==> config.mk <==
export PLATFORM = sky130hd
export DESIGN_NAME = uart_tx_arbiter_flat
export DESIGN_NICKNAME = d
export VERILOG_FILES = /design/src/rtl/uart_tx_arbiter_if.sv /design/src/rtl/uart_tx_arbiter.sv /design/src/flat_wrapper.sv
export SDC_FILE = /design/constraint.sdc
export NUM_CORES = 1
export LEC_CHECK = 0
export BUFFER_PORTS_ARGS = -buffer_cell sky130_fd_sc_hd__clkbuf_2
export CAP_MARGIN = 10
export CORE_ASPECT_RATIO = 0.75
export CORE_MARGIN = 8
export CORE_UTILIZATION = 40
export DETAILED_ROUTE_END_ITERATION = 7
export GPL_TIMING_DRIVEN = 1
export PLACE_DENSITY = 0.57
export SYNTH_ARGS = -nofsm -noshare
export SYNTH_HDL_FRONTEND = slang
export SYNTH_SLANG_ARGS = --single-unit
==> constraint.sdc <==
create_clock -name TXArb_CLK -period 2.3 [get_ports TXArb_CLK]
set_input_delay 0.23 -clock TXArb_CLK [delete_from_list [all_inputs] [get_ports TXArb_CLK]]
set_output_delay 0.23 -clock TXArb_CLK [all_outputs]
set_load 0.01 [all_outputs]
==> src/rtl/uart_tx_arbiter_if.sv <==
// Handshake bundle between the result producers, the UART TX serializer
// and the arbiter that shares the serializer between them.
interface uart_tx_arbiter_if #(
  parameter int DATA_WIDTH = 8
);
  logic [DATA_WIDTH-1:0]   TXArb_RF_Data;
  logic                    TXArb_RF_Valid;
  logic [2*DATA_WIDTH-1:0] TXArb_ALU_Out;
  logic                    TXArb_ALU_Valid;
  logic                    TXArb_Busy;
  logic [DATA_WIDTH-1:0]   TXArb_TXPdata_Out;
  logic                    TXArb_Data_Valid;
  logic                    TXArb_RF_Pending;
  logic                    TXArb_ALU_Pending;
  logic                    TXArb_Overrun;
  logic                    TXArb_Timeout;
  logic                    TXArb_Idle;

  modport master (
    output TXArb_RF_Data, TXArb_RF_Valid, TXArb_ALU_Out, TXArb_ALU_Valid, TXArb_Busy,
    input  TXArb_TXPdata_Out, TXArb_Data_Valid, TXArb_RF_Pending, TXArb_ALU_Pending,
           TXArb_Overrun, TXArb_Timeout, TXArb_Idle
  );

  modport slave (
    input  TXArb_RF_Data, TXArb_RF_Valid, TXArb_ALU_Out, TXArb_ALU_Valid, TXArb_Busy,
    output TXArb_TXPdata_Out, TXArb_Data_Valid, TXArb_RF_Pending, TXArb_ALU_Pending,
           TXArb_Overrun, TXArb_Timeout, TXArb_Idle
  );
endinterface

==> src/rtl/uart_tx_arbiter.sv <==
// Round-robin arbiter feeding one UART TX serializer from an 8-bit register-file
// source and a 16-bit ALU source (LS byte first), with overrun and timeout flags.
module uart_tx_arbiter #(
  parameter int DATA_WIDTH     = 8,
  parameter int TIMEOUT_CYCLES = 1024,
  parameter int CNT_WIDTH      = 11
) (
  input  logic              TXArb_CLK,
  input  logic              TXArb_RST,
  uart_tx_arbiter_if.slave  bus
);

  localparam int WORD_WIDTH = 2 * DATA_WIDTH;
  localparam logic [CNT_WIDTH-1:0] CNT_LAST = CNT_WIDTH'(TIMEOUT_CYCLES - 1);

  typedef enum logic [2:0] {
    IDLE    = 3'd0,
    SEND_LO = 3'd1,
    WAIT_LO = 3'd2,
    SEND_HI = 3'd3,
    WAIT_HI = 3'd4
  } state_t;

  state_t                  state_q, state_d;
  logic [DATA_WIDTH-1:0]   rf_buf_q, rf_buf_d;
  logic [WORD_WIDTH-1:0]   alu_buf_q, alu_buf_d;
  logic                    rf_pend_q, rf_pend_d;
  logic                    alu_pend_q, alu_pend_d;
  logic                    last_grant_q, last_grant_d;
  logic                    cur_alu_q, cur_alu_d;
  logic [WORD_WIDTH-1:0]   word_q, word_d;
  logic [DATA_WIDTH-1:0]   txp_q, txp_d;
  logic                    dv_q, dv_d;
  logic                    overrun_q, overrun_d;
  logic                    timeout_q, timeout_d;
  logic [CNT_WIDTH-1:0]    cnt_q, cnt_d;

  logic                    grant_rf;
  logic                    grant_alu;
  logic [WORD_WIDTH-1:0]   sel_word;

  always_comb begin
    state_d      = state_q;
    rf_buf_d     = rf_buf_q;
    alu_buf_d    = alu_buf_q;
    rf_pend_d    = rf_pend_q;
    alu_pend_d   = alu_pend_q;
    last_grant_d = last_grant_q;
    cur_alu_d    = cur_alu_q;
    word_d       = word_q;
    txp_d        = txp_q;
    dv_d         = dv_q;
    overrun_d    = 1'b0;
    timeout_d    = 1'b0;
    cnt_d        = cnt_q;
    grant_rf     = 1'b0;
    grant_alu    = 1'b0;
    sel_word     = '0;

    case (state_q)
      IDLE: begin
        if (!bus.TXArb_Busy && (rf_pend_q || alu_pend_q)) begin
          // last_grant_q==1 means ALU went last, so RF wins a tie
          if (rf_pend_q && (!alu_pend_q || last_grant_q)) begin
            grant_rf = 1'b1;
            sel_word = {{DATA_WIDTH{1'b0}}, rf_buf_q};
          end else begin
            grant_alu = 1'b1;
            sel_word  = alu_buf_q;
          end
          last_grant_d = grant_alu;
          cur_alu_d    = grant_alu;
          word_d       = sel_word;
          txp_d        = sel_word[DATA_WIDTH-1:0];
          dv_d         = 1'b1;
          cnt_d        = '0;
          state_d      = SEND_LO;
        end
      end

      SEND_LO, SEND_HI: begin
        if (bus.TXArb_Busy) begin
          dv_d    = 1'b0;
          cnt_d   = '0;
          state_d = (state_q == SEND_LO) ? WAIT_LO : WAIT_HI;
        end else if (cnt_q == CNT_LAST) begin
          timeout_d = 1'b1;
          dv_d      = 1'b0;
          cnt_d     = '0;
          state_d   = IDLE;
        end else begin
          cnt_d = cnt_q + 1'b1;
        end
      end

      WAIT_LO: begin
        if (!bus.TXArb_Busy) begin
          if (cur_alu_q) begin
            txp_d   = word_q[WORD_WIDTH-1:DATA_WIDTH];
            dv_d    = 1'b1;
            cnt_d   = '0;
            state_d = SEND_HI;
          end else begin
            state_d = IDLE;
          end
        end
      end

      WAIT_HI: begin
        if (!bus.TXArb_Busy) begin
          state_d = IDLE;
        end
      end

      default: begin
        dv_d    = 1'b0;
        state_d = IDLE;
      end
    endcase

    // A grant frees the buffer at the same edge, so a simultaneous capture is accepted
    if (grant_rf) begin
      rf_pend_d = 1'b0;
    end
    if (bus.TXArb_RF_Valid) begin
      if (rf_pend_q && !grant_rf) begin
        overrun_d = 1'b1;
      end else begin
        rf_buf_d  = bus.TXArb_RF_Data;
        rf_pend_d = 1'b1;
      end
    end

    if (grant_alu) begin
      alu_pend_d = 1'b0;
    end
    if (bus.TXArb_ALU_Valid) begin
      if (alu_pend_q && !grant_alu) begin
        overrun_d = 1'b1;
      end else begin
        alu_buf_d  = bus.TXArb_ALU_Out;
        alu_pend_d = 1'b1;
      end
    end
  end

  always_ff @(posedge TXArb_CLK or posedge TXArb_RST) begin
    if (TXArb_RST) begin
      state_q      <= IDLE;
      rf_buf_q     <= '0;
      alu_buf_q    <= '0;
      rf_pend_q    <= 1'b0;
      alu_pend_q   <= 1'b0;
      last_grant_q <= 1'b1;
      cur_alu_q    <= 1'b0;
      word_q       <= '0;
      txp_q        <= '0;
      dv_q         <= 1'b0;
      overrun_q    <= 1'b0;
      timeout_q    <= 1'b0;
      cnt_q        <= '0;
    end else begin
      state_q      <= state_d;
      rf_buf_q     <= rf_buf_d;
      alu_buf_q    <= alu_buf_d;
      rf_pend_q    <= rf_pend_d;
      alu_pend_q   <= alu_pend_d;
      last_grant_q <= last_grant_d;
      cur_alu_q    <= cur_alu_d;
      word_q       <= word_d;
      txp_q        <= txp_d;
      dv_q         <= dv_d;
      overrun_q    <= overrun_d;
      timeout_q    <= timeout_d;
      cnt_q        <= cnt_d;
    end
  end

  assign bus.TXArb_TXPdata_Out = txp_q;
  assign bus.TXArb_Data_Valid  = dv_q;
  assign bus.TXArb_RF_Pending  = rf_pend_q;
  assign bus.TXArb_ALU_Pending = alu_pend_q;
  assign bus.TXArb_Overrun     = overrun_q;
  assign bus.TXArb_Timeout     = timeout_q;
  assign bus.TXArb_Idle        = (state_q == IDLE) && !rf_pend_q && !alu_pend_q;

endmodule

==> src/flat_wrapper.sv <==
// flat-port wrapper written by rule: the top's interface ports become plain ports
module uart_tx_arbiter_flat 
#(
  parameter int DATA_WIDTH     = 8,
  parameter int TIMEOUT_CYCLES = 1024,
  parameter int CNT_WIDTH      = 11
)
  (TXArb_CLK, TXArb_RST, bus_TXArb_RF_Data, bus_TXArb_RF_Valid, bus_TXArb_ALU_Out, bus_TXArb_ALU_Valid, bus_TXArb_Busy, bus_TXArb_TXPdata_Out, bus_TXArb_Data_Valid, bus_TXArb_RF_Pending, bus_TXArb_ALU_Pending, bus_TXArb_Overrun, bus_TXArb_Timeout, bus_TXArb_Idle);
  uart_tx_arbiter_if #(.DATA_WIDTH(DATA_WIDTH)) bus_i ();
  input  logic TXArb_CLK;
  input  logic TXArb_RST;
  input wire logic [$bits(bus_i.TXArb_RF_Data)-1:0] bus_TXArb_RF_Data;
  input wire logic [$bits(bus_i.TXArb_RF_Valid)-1:0] bus_TXArb_RF_Valid;
  input wire logic [$bits(bus_i.TXArb_ALU_Out)-1:0] bus_TXArb_ALU_Out;
  input wire logic [$bits(bus_i.TXArb_ALU_Valid)-1:0] bus_TXArb_ALU_Valid;
  input wire logic [$bits(bus_i.TXArb_Busy)-1:0] bus_TXArb_Busy;
  output wire logic [$bits(bus_i.TXArb_TXPdata_Out)-1:0] bus_TXArb_TXPdata_Out;
  output wire logic [$bits(bus_i.TXArb_Data_Valid)-1:0] bus_TXArb_Data_Valid;
  output wire logic [$bits(bus_i.TXArb_RF_Pending)-1:0] bus_TXArb_RF_Pending;
  output wire logic [$bits(bus_i.TXArb_ALU_Pending)-1:0] bus_TXArb_ALU_Pending;
  output wire logic [$bits(bus_i.TXArb_Overrun)-1:0] bus_TXArb_Overrun;
  output wire logic [$bits(bus_i.TXArb_Timeout)-1:0] bus_TXArb_Timeout;
  output wire logic [$bits(bus_i.TXArb_Idle)-1:0] bus_TXArb_Idle;
  assign bus_i.TXArb_RF_Data = bus_TXArb_RF_Data;
  assign bus_i.TXArb_RF_Valid = bus_TXArb_RF_Valid;
  assign bus_i.TXArb_ALU_Out = bus_TXArb_ALU_Out;
  assign bus_i.TXArb_ALU_Valid = bus_TXArb_ALU_Valid;
  assign bus_i.TXArb_Busy = bus_TXArb_Busy;
  assign bus_TXArb_TXPdata_Out = bus_i.TXArb_TXPdata_Out;
  assign bus_TXArb_Data_Valid = bus_i.TXArb_Data_Valid;
  assign bus_TXArb_RF_Pending = bus_i.TXArb_RF_Pending;
  assign bus_TXArb_ALU_Pending = bus_i.TXArb_ALU_Pending;
  assign bus_TXArb_Overrun = bus_i.TXArb_Overrun;
  assign bus_TXArb_Timeout = bus_i.TXArb_Timeout;
  assign bus_TXArb_Idle = bus_i.TXArb_Idle;
  uart_tx_arbiter #(.DATA_WIDTH(DATA_WIDTH), .TIMEOUT_CYCLES(TIMEOUT_CYCLES), .CNT_WIDTH(CNT_WIDTH)) u_core (.TXArb_CLK(TXArb_CLK), .TXArb_RST(TXArb_RST), .bus(bus_i));
endmodule
==> results of run 1 <==
==> final cells by class <==
| cell class | instances | area [sq um] | area share (%) |
|---|---|---|---|
| flip-flops and latches | 61 | 1528 | 45.21 |
| multi-input cells | 178 | 1226 | 36.28 |
| repair buffers | 51 | 277.8 | 8.219 |
| clock buffers | 10 | 127.6 | 3.776 |
| well taps | 84 | 105.1 | 3.110 |
| clock inverters | 5 | 100.1 | 2.962 |
| inverters | 4 | 15.01 | 0.4443 |
==> worst register-to-register path, delay by kind of cell, from the launching register on <==
kind / cells / cell delay, ps
DFF: 1 / 450
and+or+nand+nor: 1 / 430
muxes: 1 / 370
AOI/OAI and AO/OA: 2 / 630
==> cell usage in the layout (no fill, tap or decap), types with 2 or more instances in the layout <==
master and instances:
a21oi_1 3, bufinv_16 3, o31ai_1 2, nor2_1 8, nand2_1 34, a31oi_1 4
nor2b_1 2, dfrtp_1 60, mux2_4 10, clkinv_2 2, inv_1 3, nand4_1 3
nor4_1 2, o21ai_0 21, nand3_1 15, o2bb2ai_1 8, nor3_1 4, clkbuf_2 42
and2_1 3, mux2_2 15, a211oi_1 8, buf_4 9, clkbuf_8 9, o22ai_1 2
and3_1 9, nand2b_1 4
==> cells by family after synthesis <==
| family | Yosys count | synth area share (%) |
|---|---|---|
| buffers and inverters | 17 | 2.825 |
| muxes | 25 | 11.26 |
| DFF | 61 | 53.91 |
| adders and majority gates | 1 | 0.4414 |
| xor gates and xnor gates | 1 | 0.3091 |
| AOI/OAI and AO/OA | 59 | 14.92 |
| and+or+nand+nor | 92 | 16.34 |
==> cell usage after synthesis, types with 2 or more instances <==
library cell | count | share of area (%)
nor2_1 | 8 | 1.1
o21ai_0 | 21 | 3.7
mux2_4 | 10 | 5.3
clkbuf_1 | 9 | 1.2
and2_1 | 3 | 0.66
nand2b_1 | 4 | 0.88
a211oi_1 | 8 | 2.1
nand4_1 | 3 | 0.66
o22ai_1 | 2 | 0.44
buf_6 | 2 | 0.79
o31ai_1 | 2 | 0.53
nand3_1 | 15 | 2.6
dfrtp_1 | 60 | 53
mux2_2 | 15 | 6.0
nand2_1 | 34 | 4.5
a31oi_1 | 4 | 0.88
a21oi_1 | 3 | 0.53
nor4_1 | 2 | 0.44
inv_1 | 4 | 0.53
and3_1 | 9 | 2.0
nor3_1 | 4 | 0.71
nor2b_1 | 2 | 0.44
o2bb2ai_1 | 8 | 2.5
==> state kept, by name, indices dropped and copies added, names as in the netlist, 3 cells and up <==
name / cells
u_core.alu_buf_q: 16
u_core.cnt_q: 11
u_core.bus.TXArb_TXPdata_Out: 8
u_core.rf_buf_q: 8
u_core.word_q: 8
u_core.state_q: 3
==> report_power, final <==
part | total, mW | switching, mW | internal [mW]
sequential | 1.81 | 0.307 | 1.50
clock | 1.11 | 0.399 | 0.710
combinational | 1.56 | 0.803 | 0.761
total | 4.48 | 1.51 | 2.97
==> through the flow <==
step / std cells / instance area (sq um)
3_3_place_gp: 378 / 3152
2_1_floorplan: 256 / 2834
6_report: 393 / 3379
3_5_place_dp: 378 / 3152
4_1_cts: 393 / 3379
5_1_grt: 393 / 3379
==> worst min path at each step <==
stage / startpoint / endpoint / slack, ps / cells past startpoint
after global routing: TXArb_RST / u_core.alu_buf_q[13] / 80 / 2
after detailed placement: TXArb_RST / u_core.bus.TXArb_Timeout / 390 / 2
after floorplan: bus_TXArb_RF_Valid / u_core.bus.TXArb_RF_Pending / 340 / 1
final: TXArb_RST / u_core.alu_buf_q[13] / 0.5 / 2
after global placement: TXArb_RST / u_core.alu_buf_q[13] / 400 / 2
after CTS: TXArb_RST / u_core.alu_buf_q[13] / 30 / 2
==> routing by layer <==
| layer | track usage [%] | part of all wire [%] | vias up |
|---|---|---|---|
| li1 | - | - | 1032 |
| met1 | 19.80 | 52 | 1034 |
| met2 | 17.67 | 41 | 47 |
| met3 | 5.735 | 6.5 | 2 |
| met4 | 3.253 | 0.52 | 0 |
| met5 | 0 | 0 | - |
==> flow_metrics.env, run 1 <==
export IMPL_power_density_mw_per_mm2=1326
export IMPL_place_ws_ps=316.7
export IMPL_synth_edf_count=0
export IMPL_via_per_inst=5.382
export IMPL_max_stage_delay_ps=450
export IMPL_chipHeight_um=88.90
export IMPL_dr_pass1_iters=4
export IMPL_grt_pass1_wl_mm=10.52
export IMPL_critPathBufInv=0
export IMPL_finalHoldViolations=0
export IMPL_yosysSeqAreaShare_pct=53.91
export IMPL_syn_instance_count=256
export IMPL_numClockSinks=61
export IMPL_worstSetupEndpointType="flop"
export IMPL_cts_tree="done"
export IMPL_maxSlewViolCount=0
export IMPL_fin_skew_ps=8.783
export IMPL_fin_ws_ps=301.2
export IMPL_dp_hpwl_mm=4.698
export IMPL_r2r_cells=4
export IMPL_cpLargestDelayFamily="compound AO/OA/AOI/OAI gates"
export IMPL_rr_endpoint="u_core.alu_buf_q[8]"
export IMPL_finalSetupViolCount=0
export IMPL_fillCellCount=644
export IMPL_insertion_delay_ps=330
export IMPL_grt_overflow=0
export IMPL_first_iter_violations=152
export IMPL_start_util_pct=41.48
export IMPL_clock_fmax_mhz=500.3
export IMPL_critPathLaunch="u_core.state_q[1]"
export IMPL_wl_per_cell_um=16.52
export IMPL_synth_cell_types=47
export IMPL_leakage_nw=1.586
export IMPL_critPathMaxFanout=16
export IMPL_antenna_cells=0
export IMPL_grt_max_degree=36
export IMPL_clk_path_buf_depth=2
export IMPL_io_buffers=42
export IMPL_maxCapViolCount=0
export IMPL_crit_type="reg2reg"
export IMPL_min_path_type="in2async"
export IMPL_syn_cell_area_sq_mm=0.002834
export IMPL_ys_flop_type="dfrtp_1"
export IMPL_cts_hold_fix_buffers=0
export IMPL_slowest_stage="dfrtp_1"
export IMPL_drive_above_1_share_pct=31.72
export IMPL_required_ps=2520
export IMPL_finalPower_mw=4.481
export IMPL_async_flop_share_pct=100.0
export IMPL_r2r_start="u_core.state_q[1]"
export IMPL_drtAntennaViolNets=0
export IMPL_die_w_um=113.2
export IMPL_finish_utilization_pct=49.47
export IMPL_core_area_sq_mm=0.006832
export IMPL_finalSetupTns_ps=0
export IMPL_relSlewSlack_pct=49.71
export IMPL_hold_slack_ps=0.5000
export IMPL_crit_chain="or3_4 -> a2111oi_4 -> o21ai_4 -> mux2_4"
export IMPL_ctsHtreeMaxLevel=3
export IMPL_crit_path_start_kind="flop"
export IMPL_io_pins=43
export IMPL_clockRootBuffer="clkbuf_8"
export IMPL_yosysWarnings=0
export IMPL_remaining_drc_errors=0
export IMPL_tightest_slew_ps=753.2
export IMPL_peakVddDrop_v=0.0004202
export IMPL_routed_wl_mm=6.494
export IMPL_area_growth_pct=19.25
export IMPL_first_global_vias=2029
export IMPL_status="finished, final reports clean"
export IMPL_avgSynthCellArea_sq_um=11.07
export IMPL_crit_end="u_core.alu_buf_q[8]"
export IMPL_rows=26
export IMPL_final_nets=335
export IMPL_num_vias=2115
export IMPL_grt_setup_unrepaired="false"
export IMPL_die_area_sq_mm=0.01006
export IMPL_antenna_found_initial=0
export IMPL_critical_path_depth=4
export IMPL_crit_arrival_ps=2220
export IMPL_cts_clk_slew_worst_paths_ps=70
export IMPL_ys_ff_latch=61
export IMPL_regToRegSetupSlack_ps=300
export IMPL_numCtsBuffers=9
export IMPL_postCtsSetupBuffers=0
export IMPL_routabilityCongestion=0.7455
export IMPL_fin_crit_sh_pct=86.90
export IMPL_synth_nets=286
export IMPL_grt_usage_pct=13.57
export IMPL_min_period_ps=1999
export IMPL_cts_resized_gates=0
Power figures use the tool's default switching activity.
==> run 2: changes to the inputs <==
Settings changed: CORE_MARGIN 8 to default.
Clock period 2.3 ns to 1.9 ns, I/O delays scaled along.
==> flow_metrics.env, run 2 (same netlist as run 1, synthesis figures left out) <==
export IMPL_routabilityCongestion=0.7955
export IMPL_power_density_mw_per_mm2=1604
export IMPL_critPathLaunch="u_core.state_q[0]"
export IMPL_core_area_sq_mm=0.006832
export IMPL_status="finished, final reports clean"
export IMPL_fin_skew_ps=7.854
export IMPL_grt_max_degree=62
export IMPL_crit_path_start_kind="flop"
export IMPL_rr_endpoint="u_core.alu_buf_q[8]"
export IMPL_crit_type="reg2reg"
export IMPL_final_nets=348
export IMPL_first_global_vias=2004
export IMPL_crit_end="u_core.alu_buf_q[8]"
export IMPL_io_buffers=42
export IMPL_drive_above_1_share_pct=35.29
export IMPL_maxSlewViolCount=0
export IMPL_top_register="u_core.alu_buf_q"
export IMPL_first_iter_violations=78
export IMPL_r2r_cells=5
export IMPL_layout_common_cells="dfrtp_1 (60), clkbuf_2 (42), nand2_1 (33)"
export IMPL_relSlewSlack_pct=71.63
export IMPL_max_stage_delay_ps=430
export IMPL_post_dp_cell_area_sq_mm=0.003247
export IMPL_dp_hpwl_mm=4.343
export IMPL_rows=26
export IMPL_min_path_type="in2reg"
export IMPL_num_vias=2134
export IMPL_clock_fmax_mhz=546.8
export IMPL_die_area_sq_mm=0.007429
export IMPL_grt_pass1_wl_mm=10.33
export IMPL_clk_path_buf_depth=2
export IMPL_dr_pass1_iters=4
export IMPL_worstSetupEndpointType="flop"
export IMPL_antenna_cells=0
export IMPL_chipHeight_um=74.90
export IMPL_critPathMaxFanout=16
export IMPL_crit_chain="or3_4 -> a2111oi_4 -> o21ai_4 -> buf_12 -> mux2_4"
export IMPL_regArea_sq_mm=0.001528
export IMPL_wl_per_cell_um=15.62
export IMPL_leakage_nw=1.666
export IMPL_whs_path_depth=2
export IMPL_regToRegSetupSlack_ps=70
export IMPL_slowest_stage="or3_4"
export IMPL_clockRootBuffer="clkbuf_8"
export IMPL_min_period_ps=1829
export IMPL_r2r_start="u_core.state_q[0]"
export IMPL_top_layer="met4"
export IMPL_drtAntennaViolNets=0
export IMPL_maxCapViolCount=0
export IMPL_grt_usage_pct=18.72
export IMPL_cts_clk_slew_worst_paths_ps=70
export IMPL_design_area_sq_mm=0.003532
export IMPL_tightest_slew_ps=425.5
export IMPL_wirelength_met1_mm=3.422
export IMPL_required_ps=2120
export IMPL_start_util_pct=41.48
export IMPL_die_w_um=99.20
export IMPL_grt_setup_unrepaired="false"
export IMPL_multi_input_area_sq_mm=0.001234
export IMPL_numClockSinks=61
export IMPL_finalSetupViolCount=0
export IMPL_insertion_delay_ps=340
export IMPL_wl_met3_um=298
export IMPL_route_met2_wl_mm=2.584
export IMPL_grt_overflow=0
export IMPL_final_common_cell="dfrtp_1"
export IMPL_fin_crit_sh_pct=96.25
export IMPL_routed_wl_mm=6.356
export IMPL_antenna_found_initial=0
export IMPL_peakVddDrop_v=0.0005495
export IMPL_remaining_drc_errors=0
export IMPL_crit_arrival_ps=2050
export IMPL_reg_top3="u_core.alu_buf_q (16), u_core.cnt_q (11)"
export IMPL_cts_tree="done"
export IMPL_numCtsBuffers=9
export IMPL_finalHoldViolations=0
export IMPL_ctsHtreeMaxLevel=3
export IMPL_fillCellCount=645
export IMPL_via_per_inst=5.243
export IMPL_io_pins=43
export IMPL_area_growth_pct=24.64
export IMPL_finalPower_mw=5.666
export IMPL_largest_reg_flops=16
[run 2: cell types whose count changed in the layout (fill, tap and decap cells not counted), sizes merged]
| cell | before | now |
|---|---|---|
| buf | 9 | 21 |
| clkinv | 2 | 1 |
| clkinvlp | 0 | 2 |
| dlygate4sd3 | 0 | 1 |
[run 2: where the power goes]
group | internal (mW) | switching, mW | leakage, nW
logic | 1.02 | 1.06 | 0.788
registers | 1.82 | 0.334 | 0.759
clock network | 0.904 | 0.534 | 0.119
total | 3.74 | 1.93 | 1.67
[run 2: layer usage]
layer / vias to the layer above / track usage, %
li1: 1061 / -
met1: 1017 / 27.86
met2: 52 / 25.95
met3: 4 / 6.128
met4: 0 / 5.392
met5: - / 0
[run 2: worst min-delay path by stage]
stage / from / to / slack [ps]
final: bus_TXArb_ALU_Out[5] / u_core.alu_buf_q[5] / 80
after global routing: bus_TXArb_ALU_Out[9] / u_core.alu_buf_q[9] / 60
after CTS: bus_TXArb_ALU_Out[10] / u_core.alu_buf_q[10] / 60
after detailed placement: TXArb_RST / u_core.alu_buf_q[14] / 270
after global placement: TXArb_RST / u_core.bus.TXArb_Timeout / 260
after floorplan: bus_TXArb_RF_Valid / u_core.bus.TXArb_RF_Pending / 300
[run 2: worst max-delay path, delay by kind of cell (launching register included)]
| family | cells | cell delay (ps) |
|---|---|---|
| flip-flops | 1 | 380 |
| buffers and inverters | 1 | 170 |
| multiplexers | 1 | 300 |
| AND/OR/NAND/NOR | 1 | 430 |
| AO/OA/AOI/OAI | 2 | 420 |
[run 2: layout make-up]
type | count | share of cell area, %
Inverter | 4 | 0.4251
Clock buffer | 10 | 3.897
Timing Repair Buffer | 64 | 11.41
Sequential cell | 61 | 43.25
Tap cell | 84 | 2.976
Clock inverter | 6 | 3.117
Multi-Input combinational cell | 178 | 34.93
[run 2: metrics by stage]
step,TNS (ps),setup slack [ps],instances,util (%),hold WS (ps)
2_1_floorplan,-157.3,-15.73,256,-,298.4
3_3_place_gp,0,20.35,389,47.53,263.2
3_5_place_dp,-310.1,-35.52,389,47.53,265.9
4_1_cts,0,24.47,407,51.59,60.92
5_1_grt,0,17.15,407,51.70,61.85
6_report,0,71.26,407,51.70,75.13
[run 2: what timing repair did]
action / 4_1_cts / 5_1_grt
resized for setup: 0 / 2
setup endpoints to repair: 16 / 8
hold buffers: 1 / 0
setup buffers: 1 / 0
hold endpoints to repair: 60 / 0
pin swaps: 2 / 0
gates cloned: 0 / 0
